===== config.mk =====
export PLATFORM = sky130hd
export DESIGN_NAME = vliw_writeback_buffer
export DESIGN_NICKNAME = d
export VERILOG_FILES = /design/src/rtl/vliw_pkg.sv /design/src/rtl/wb_bundle_fifo.sv /design/src/rtl/wb_fwd_mux.sv /design/src/rtl/vliw_writeback_buffer.sv
export SDC_FILE = /design/constraint.sdc
export NUM_CORES = 1
export LEC_CHECK = 0
export ABC_AREA = 0
export CAP_MARGIN = 10
export CORE_MARGIN = 10
export CORE_UTILIZATION = 54
export DETAILED_ROUTE_END_ITERATION = 10
export PLACE_DENSITY = 0.87
export REMOVE_ABC_BUFFERS = 1
export SLEW_MARGIN = 20
export SYNTH_ARGS = -nofsm -noshare
export SYNTH_HDL_FRONTEND = slang
export SYNTH_SLANG_ARGS = --single-unit

===== constraint.sdc =====
create_clock -name CLK -period 5.05 [get_ports CLK]
set_input_delay 0.505 -clock CLK [delete_from_list [all_inputs] [get_ports CLK]]
set_output_delay 0.505 -clock CLK [all_outputs]
set_load 0.02 [all_outputs]

===== src/rtl/vliw_pkg.sv =====
// ----------------------------------------------------------------------------
// vliw_pkg
//   Shared widths and the result-bundle record used by the VLIW writeback
//   buffer and its sub-modules.
//   DATA_W / ADDR_W : register data / address width
//   NUM_RD          : number of register-file operand read ports
//   wb_bundle_t     : one execute bundle, two slot writes {we, wa, wd}
// ----------------------------------------------------------------------------
package vliw_pkg;

    localparam int DATA_W = 8;
    localparam int ADDR_W = 4;
    localparam int NUM_RD = 3;

    typedef struct packed {
        logic              we1;
        logic [ADDR_W-1:0] wa1;
        logic [DATA_W-1:0] wd1;
        logic              we2;
        logic [ADDR_W-1:0] wa2;
        logic [DATA_W-1:0] wd2;
    } wb_bundle_t;

endpackage


===== src/rtl/wb_bundle_fifo.sv =====
// ----------------------------------------------------------------------------
// wb_bundle_fifo
//   DEPTH-entry circular store of result bundles with read/write pointers and
//   an occupancy count. Every entry is exposed in age order (index 0 = head,
//   the oldest) together with a valid mask, so the forwarding muxes can search
//   without knowing where the pointers sit.
// Ports
//   CLK, nRESET   clock, asynchronous active-low reset
//   push          store push_bundle at the tail (ignored when full)
//   push_bundle   bundle to store
//   pop           retire the head (ignored when empty)
//   age_entry     all entries, oldest first
//   age_valid     per age slot: entry holds a live bundle
//   count         bundles held, 0..DEPTH
// ----------------------------------------------------------------------------
module wb_bundle_fifo
    import vliw_pkg::*;
#(
    parameter int DEPTH = 2
) (
    input  logic                        CLK,
    input  logic                        nRESET,
    input  logic                        push,
    input  wb_bundle_t                  push_bundle,
    input  logic                        pop,
    output wb_bundle_t [DEPTH-1:0]      age_entry,
    output logic       [DEPTH-1:0]      age_valid,
    output logic [$clog2(DEPTH):0]      count
);

    localparam int PTR_W = $clog2(DEPTH);
    localparam int CNT_W = $clog2(DEPTH) + 1;

    wb_bundle_t [DEPTH-1:0] mem_q, mem_d;
    logic [PTR_W-1:0]       wr_ptr_q, wr_ptr_d;
    logic [PTR_W-1:0]       rd_ptr_q, rd_ptr_d;
    logic [CNT_W-1:0]       count_q, count_d;
    logic                   push_ok, pop_ok;

    // Guards keep the count inside 0..DEPTH even if a caller misbehaves.
    assign push_ok = push && (count_q != CNT_W'(DEPTH));
    assign pop_ok  = pop  && (count_q != '0);

    always_comb begin
        mem_d    = mem_q;
        wr_ptr_d = wr_ptr_q;
        rd_ptr_d = rd_ptr_q;
        count_d  = count_q;
        if (push_ok) begin
            mem_d[wr_ptr_q] = push_bundle;
            // DEPTH is a power of two, so the pointer wraps by overflow.
            wr_ptr_d        = wr_ptr_q + PTR_W'(1);
        end
        if (pop_ok) begin
            rd_ptr_d = rd_ptr_q + PTR_W'(1);
        end
        case ({push_ok, pop_ok})
            2'b10:   count_d = count_q + CNT_W'(1);
            2'b01:   count_d = count_q - CNT_W'(1);
            default: count_d = count_q;
        endcase
    end

    always_ff @(posedge CLK or negedge nRESET) begin
        if (!nRESET) begin
            mem_q    <= '0;
            wr_ptr_q <= '0;
            rd_ptr_q <= '0;
            count_q  <= '0;
        end else begin
            mem_q    <= mem_d;
            wr_ptr_q <= wr_ptr_d;
            rd_ptr_q <= rd_ptr_d;
            count_q  <= count_d;
        end
    end

    // Rotate storage into age order; a slot is live when its age is below count.
    always_comb begin
        for (int i = 0; i < DEPTH; i++) begin
            age_entry[i] = mem_q[rd_ptr_q + PTR_W'(i)];
            age_valid[i] = (CNT_W'(i) < count_q);
        end
    end

    assign count = count_q;

endmodule


===== src/rtl/wb_fwd_mux.sv =====
// ----------------------------------------------------------------------------
// wb_fwd_mux
//   Operand bypass for one read port. Returns the data of the youngest live
//   buffered write to rd_addr, slot 2 beating slot 1 inside a bundle, else
//   the register-file value.
// Ports
//   age_entry   buffered bundles, oldest first
//   age_valid   live mask, same order
//   rd_addr     operand address
//   rf_data     register-file read data for rd_addr
//   fwd_data    bypassed operand
// ----------------------------------------------------------------------------
module wb_fwd_mux
    import vliw_pkg::*;
#(
    parameter int DEPTH = 2
) (
    input  wb_bundle_t [DEPTH-1:0] age_entry,
    input  logic       [DEPTH-1:0] age_valid,
    input  logic      [ADDR_W-1:0] rd_addr,
    input  logic      [DATA_W-1:0] rf_data,
    output logic      [DATA_W-1:0] fwd_data
);

    // Walk oldest to youngest and let each later hit overwrite the earlier one;
    // checking slot 2 after slot 1 gives it priority within a bundle.
    always_comb begin
        fwd_data = rf_data;
        for (int i = 0; i < DEPTH; i++) begin
            if (age_valid[i]) begin
                if (age_entry[i].we1 && (age_entry[i].wa1 == rd_addr)) begin
                    fwd_data = age_entry[i].wd1;
                end
                if (age_entry[i].we2 && (age_entry[i].wa2 == rd_addr)) begin
                    fwd_data = age_entry[i].wd2;
                end
            end
        end
    end

endmodule


===== src/rtl/vliw_writeback_buffer.sv =====
// ----------------------------------------------------------------------------
// vliw_writeback_buffer
//   Writeback stage between the two VLIW execute slots and a 2-write/3-read
//   register file. Buffers up to DEPTH bundles, commits the head to the RF
//   write ports, suppresses slot 1 when both slots hit the same register,
//   and bypasses pending results onto the three operand read ports.
//   Register widths come from vliw_pkg.
// Ports
//   CLK, nRESET                 clock, asynchronous active-low reset
//   InValid / InReady           execute bundle handshake (ready from state only)
//   InWE1/2, InWA1/2, InWD1/2   slot 1/2 result write
//   Stall                       hold commit this cycle
//   WriteEnable1/2, WriteAddress1/2, WriteData1/2   RF write ports
//   ReadAddress1/2/3, RfData1/2/3                   RF read ports
//   FwdData1/2/3                bypassed operands
//   Occupancy                   bundles held
// ----------------------------------------------------------------------------
module vliw_writeback_buffer
    import vliw_pkg::*;
#(
    parameter int DEPTH = 2
) (
    input  logic                 CLK,
    input  logic                 nRESET,
    input  logic                 InValid,
    output logic                 InReady,
    input  logic                 InWE1,
    input  logic                 InWE2,
    input  logic    [ADDR_W-1:0] InWA1,
    input  logic    [ADDR_W-1:0] InWA2,
    input  logic    [DATA_W-1:0] InWD1,
    input  logic    [DATA_W-1:0] InWD2,
    input  logic                 Stall,
    output logic                 WriteEnable1,
    output logic                 WriteEnable2,
    output logic    [ADDR_W-1:0] WriteAddress1,
    output logic    [ADDR_W-1:0] WriteAddress2,
    output logic    [DATA_W-1:0] WriteData1,
    output logic    [DATA_W-1:0] WriteData2,
    input  logic    [ADDR_W-1:0] ReadAddress1,
    input  logic    [ADDR_W-1:0] ReadAddress2,
    input  logic    [ADDR_W-1:0] ReadAddress3,
    input  logic    [DATA_W-1:0] RfData1,
    input  logic    [DATA_W-1:0] RfData2,
    input  logic    [DATA_W-1:0] RfData3,
    output logic    [DATA_W-1:0] FwdData1,
    output logic    [DATA_W-1:0] FwdData2,
    output logic    [DATA_W-1:0] FwdData3,
    output logic [$clog2(DEPTH):0] Occupancy
);

    localparam int CNT_W = $clog2(DEPTH) + 1;

    wb_bundle_t                    in_bundle;
    wb_bundle_t                    head;
    wb_bundle_t [DEPTH-1:0]        age_entry;
    logic       [DEPTH-1:0]        age_valid;
    logic       [CNT_W-1:0]        count;
    logic                          push;
    logic                          commit;
    logic                          conflict;
    logic [NUM_RD-1:0][ADDR_W-1:0] rd_addr;
    logic [NUM_RD-1:0][DATA_W-1:0] rf_data;
    logic [NUM_RD-1:0][DATA_W-1:0] fwd_data;

    always_comb begin
        in_bundle     = '0;
        in_bundle.we1 = InWE1;
        in_bundle.wa1 = InWA1;
        in_bundle.wd1 = InWD1;
        in_bundle.we2 = InWE2;
        in_bundle.wa2 = InWA2;
        in_bundle.wd2 = InWD2;
    end

    // Ready looks only at the stored count: a full buffer refuses a bundle
    // even in a cycle where the head retires, keeping Stall off this path.
    assign InReady = (count < CNT_W'(DEPTH));
    assign push    = InValid && InReady;

    // age_valid[0] is the "buffer not empty" flag.
    assign commit  = age_valid[0] && !Stall;

    wb_bundle_fifo #(.DEPTH(DEPTH)) u_fifo (
        .CLK         (CLK),
        .nRESET      (nRESET),
        .push        (push),
        .push_bundle (in_bundle),
        .pop         (commit),
        .age_entry   (age_entry),
        .age_valid   (age_valid),
        .count       (count)
    );

    assign head     = age_entry[0];
    // Same-register double write in one bundle: slot 2 is the architectural winner.
    assign conflict = head.we1 && head.we2 && (head.wa1 == head.wa2);

    assign WriteEnable1  = commit && head.we1 && !conflict;
    assign WriteEnable2  = commit && head.we2;
    assign WriteAddress1 = head.wa1;
    assign WriteAddress2 = head.wa2;
    assign WriteData1    = head.wd1;
    assign WriteData2    = head.wd2;
    assign Occupancy     = count;

    assign rd_addr = {ReadAddress3, ReadAddress2, ReadAddress1};
    assign rf_data = {RfData3, RfData2, RfData1};

    // The head stays in the search while it commits: the RF only sees the
    // write at the next edge, so the buffered copy is still the live value.
    for (genvar k = 0; k < NUM_RD; k++) begin : g_fwd
        wb_fwd_mux #(.DEPTH(DEPTH)) u_fwd (
            .age_entry (age_entry),
            .age_valid (age_valid),
            .rd_addr   (rd_addr[k]),
            .rf_data   (rf_data[k]),
            .fwd_data  (fwd_data[k])
        );
    end

    assign FwdData1 = fwd_data[0];
    assign FwdData2 = fwd_data[1];
    assign FwdData3 = fwd_data[2];

endmodule


==> impl_results.md, run 1 <==
- Least-Margin Pin Slew: 0.969 ns
- Initial DRC Count: 274
- Post-synth top area share: 29.8%
- Yosys top cell by area: dfrtp_1
- Layout cells sized above 1: 21.1%
- Crit path DAT: 4.13 ns
- Final worst slack: 0.411 ns
- Power density cells: 745 nW/µm²
- Top post-synthesis cells by area: dfrtp_1 (30%), mux2_2 (19%), xnor2_1 (8.8%)
- Capturing point of the worst reg2reg path: u_fifo.mem_q[2]$_DFFE_PN0P_
- Initial core utilization: 56.4%
- Reg2reg path depth: 6
- Total Wirelength: 15,400 µm
- Worst r2r src: u_fifo.count[0]$_DFFE_PN0P_
- Clk sinks: 56
- Comb power frac: 71.6%
- Switching power: 2160 µW
- Worst Setup End Kind: output port
- Die W: 113 µm
- I/O pin cnt: 119
- Antenna violations before repair: 0
- Clock transition at path regs: 0.10 ns
- Final min period: 4.64 ns
- Setup TNS: 0 ns
- Part of the power in the clock network: 7.1%
- Reg2Reg Setup Slack: 2.79 ns
- CP required: 4.55 ns
- Period utilisation layout: 91.9%
- Global-route wire length before repair: 24,200 µm
- Setup Buffers After CTS: 0
- Startpoint Class: flop
- Worst Setup EP: FwdData1[0]
- DRC Markers: 0
- Max cap viols: 0
- Area Growth Syn to Fin: 29.3%
- Register area share after synthesis: 29.8%
- Overall routing resource usage: 23.0%
- Post-synthesis instance total: 458
- Setup violators final: 0
- Root Driver: clkbuf_8
- Nets@finish: 633
- Clock Skew: 0.00627 ns
- Final Hold Vio Count: 0
- Slew Limit Fails: 0
- Largest net degree at the start of global routing: 57
- Mean Syn Cell Area: 10.3 µm²
- DRT Pass-1 Iters: 5
- Longest Clk Path Bufs: 2
- Leakage: 0.00226 µW
- DIE HEIGHT: 113 µm
- YS warnings: 0
- Clock buffer count from CTS: 5
- RSZ-0062 raised after global routing: no
- Setup crit start: u_fifo.rd_ptr_q$_DFFE_PN0P_
- Flop pwr share: 21.3%
- Vias in the first global route: 4,479
- Row count: 33
- Worst skew pair latency: 0.31 ns
- Grt ovf: 0
- Worst-path fanout max: 26
- Relative slew slack: 34.9%
- Placed standard-cell area: 5960 µm²
- TritonCTS clock tree: done
- Outcome: complete, no violations
- F_max: 0.216 GHz
- Setup CP Type: flop to output port
- Seq cells post-synth: 56
- DP Worst Slack: 0.882 ns
- Via Count: 4,252
- Post-synth cell types: 44
- # diodes: 0
- Class of the worst hold path: input port to asynchronous set/reset pin
- Design area: 6080 µm²
- Core area: 8340 µm²
- ANT nets after route: 0
- H-tree depth: 2
- Hold buffers post-CTS: 0
- Max VDD drop: 0.504 mV
- Sw Share: 47.7%
- Die area: 12,800 µm²
- DR WL/cell: 23.0 µm
- Avg Vias per Cell: 6.36
- PortBufs: 118
- Post-CTS resize count: 0
- GPL Wtd Cong: 0.937
- Hpwl dp: 11,600 µm
- Cell area after synthesis: 4700 µm²
- Internal power: 2370 µW
per-layer routing:
layer	part of all wire [%]	up-vias	GRT usage (%)
li1	-	1899	-
met5	0	-	0
met1	39	2023	27.5
met4	3.3	0	7.70
met2	48	274	39.4
met3	10	56	5.76
flip-flops by register name, indices dropped and copies added (netlist names):
signal and cells:
u_fifo.count 2, u_fifo.mem_q 52, u_fifo.rd_ptr_q 1, u_fifo.wr_ptr_q 1
synthesized netlist by cell type:
library cell	instances
o22a_1	1
nand2_1	33
mux2i_1	25
buf_2	8
nor2_1	19
o221a_1	4
and3_1	1
nor4_1	2
clkbuf_1	10
o32a_1	1
ha_1	4
nor2b_1	12
nor4_2	1
o21ai_0	5
o21ai_1	11
buf_1	10
or3b_2	2
o221a_2	2
nand4_1	3
nor3b_1	3
mux2i_2	5
o32ai_1	3
mux2i_4	3
o2111ai_1	8
o211a_1	9
xor2_1	9
and4_1	1
dfrtp_1	56
a21oi_1	4
nand2b_1	3
buf_6	2
o22ai_1	6
inv_1	15
xnor2_1	47
a22oi_1	23
nor3_1	1
mux2_2	78
and2_1	3
a221oi_1	6
a31oi_1	1
nor4_4	7
a22o_1	2
a32oi_1	6
a32o_1	3
power groups by stage:
stage | clock (µW) | combinational, µW | sequential, µW
after global placement | 0 | 3170 | 938
after CTS | 327 | 3230 | 956
after global routing | 345 | 3450 | 996
final | 322 | 3240 | 963
after floorplan | 0 | 2090 | 937
after detailed placement | 0 | 3210 | 967
metrics by stage:
step / util, % / total power (µW) / hold slack, ns / instances
global route: 72.9 / 4790 / 0.383 / 669
finish: 72.9 / 4530 / 0.324 / 669
floorplan: - / 3030 / 0.209 / 428
CTS: 72.9 / 4520 / 0.364 / 669
global placement: 71.4 / 4100 / 0.504 / 661
detailed placement: 71.4 / 4180 / 0.514 / 661
worst min-delay path by stage:
stage                                 startpoint                           end  slack, ns
finish                                    nRESET   u_fifo.mem_q[1]$_DFFE_PN0P_       0.32
global route                              nRESET  u_fifo.mem_q[41]$_DFFE_PN0P_       0.38
CTS                                       nRESET   u_fifo.mem_q[1]$_DFFE_PN0P_       0.36
detailed placement  u_fifo.mem_q[44]$_DFFE_PN0P_  u_fifo.mem_q[44]$_DFFE_PN0P_       0.51
global placement    u_fifo.mem_q[13]$_DFFE_PN0P_  u_fifo.mem_q[13]$_DFFE_PN0P_       0.50
floorplan                                 nRESET   u_fifo.count[0]$_DFFE_PN0P_       0.21
cell usage in the layout (no fill, tap or decap), types with 4 or more instances in the layout:
cell               n
nor2b_1           12
o21ai_0            5
xor2_1             9
inv_1             15
a221oi_1           6
mux2i_1           25
clkbuf_8           7
a32oi_1            6
o211a_1            9
buf_4             10
nor4_4             7
clkdlybuf4s50_1  117
mux2i_2            5
o221a_1            4
o21ai_1           11
ha_1               4
o22ai_1            6
nor2_1            18
a22oi_1           23
dfrtp_1           55
xnor2_1           47
mux2_2            78
nand2_1           33
a21oi_1            4
o2111ai_1          8
cell families after synthesis:
family	after synthesis	synth area share, %
AO/OA/AOI/OAI	95	15.8
XOR/XNOR	56	10.4
adder cells (fa/ha/maj)	4	1.06
buffers and inverters	45	4.12
flip-flops	56	29.8
multiplexers	111	26.9
AND/OR/NAND/NOR	91	11.9
worst max-delay path, stage by stage, from the launching register on:
cell	delay [ns]
dfrtp_2	0.86
mux2i_1	0.52
xnor2_1	0.18
nor4_4	0.66
o21ai_1	0.32
nand2_1	0.34
o221a_1	0.29
clkdlybuf4s50_1	0.63
layout make-up:
class / instances / area, µm²
Multi-Input combinational cell: 357 / 3120
Fill cell: 638 / 2260
Sequential cell: 56 / 1400
Timing Repair Buffer: 128 / 1250
Tap cell: 105 / 131
Clock buffer: 7 / 96.3
Inverter: 15 / 56.3
Clock inverter: 1 / 30.0
(Power assumes the default switching activity.)
==> inputs of run 2 (changes only) <==
--- a/config.mk
+++ b/config.mk
@@ -12,6 +12,7 @@
 export DETAILED_ROUTE_END_ITERATION = 10
 export PLACE_DENSITY = 0.87
 export REMOVE_ABC_BUFFERS = 1
+export SETUP_SLACK_MARGIN = 0.1
 export SLEW_MARGIN = 20
 export SYNTH_ARGS = -nofsm -noshare
 export SYNTH_HDL_FRONTEND = slang
==> results of run 2 <==
The final DEF is identical to that of run 1; final timing and power are the same.
==> inputs of run 3 (changes only) <==
--- a/config.mk
+++ b/config.mk
@@ -6,7 +6,7 @@
 export NUM_CORES = 1
 export LEC_CHECK = 0
 export ABC_AREA = 0
-export CAP_MARGIN = 10
+export CAP_MARGIN = 20
 export CORE_MARGIN = 10
 export CORE_UTILIZATION = 54
 export DETAILED_ROUTE_END_ITERATION = 10
==> results of run 3 <==
The final DEF is identical to that of run 1; final timing and power are the same.
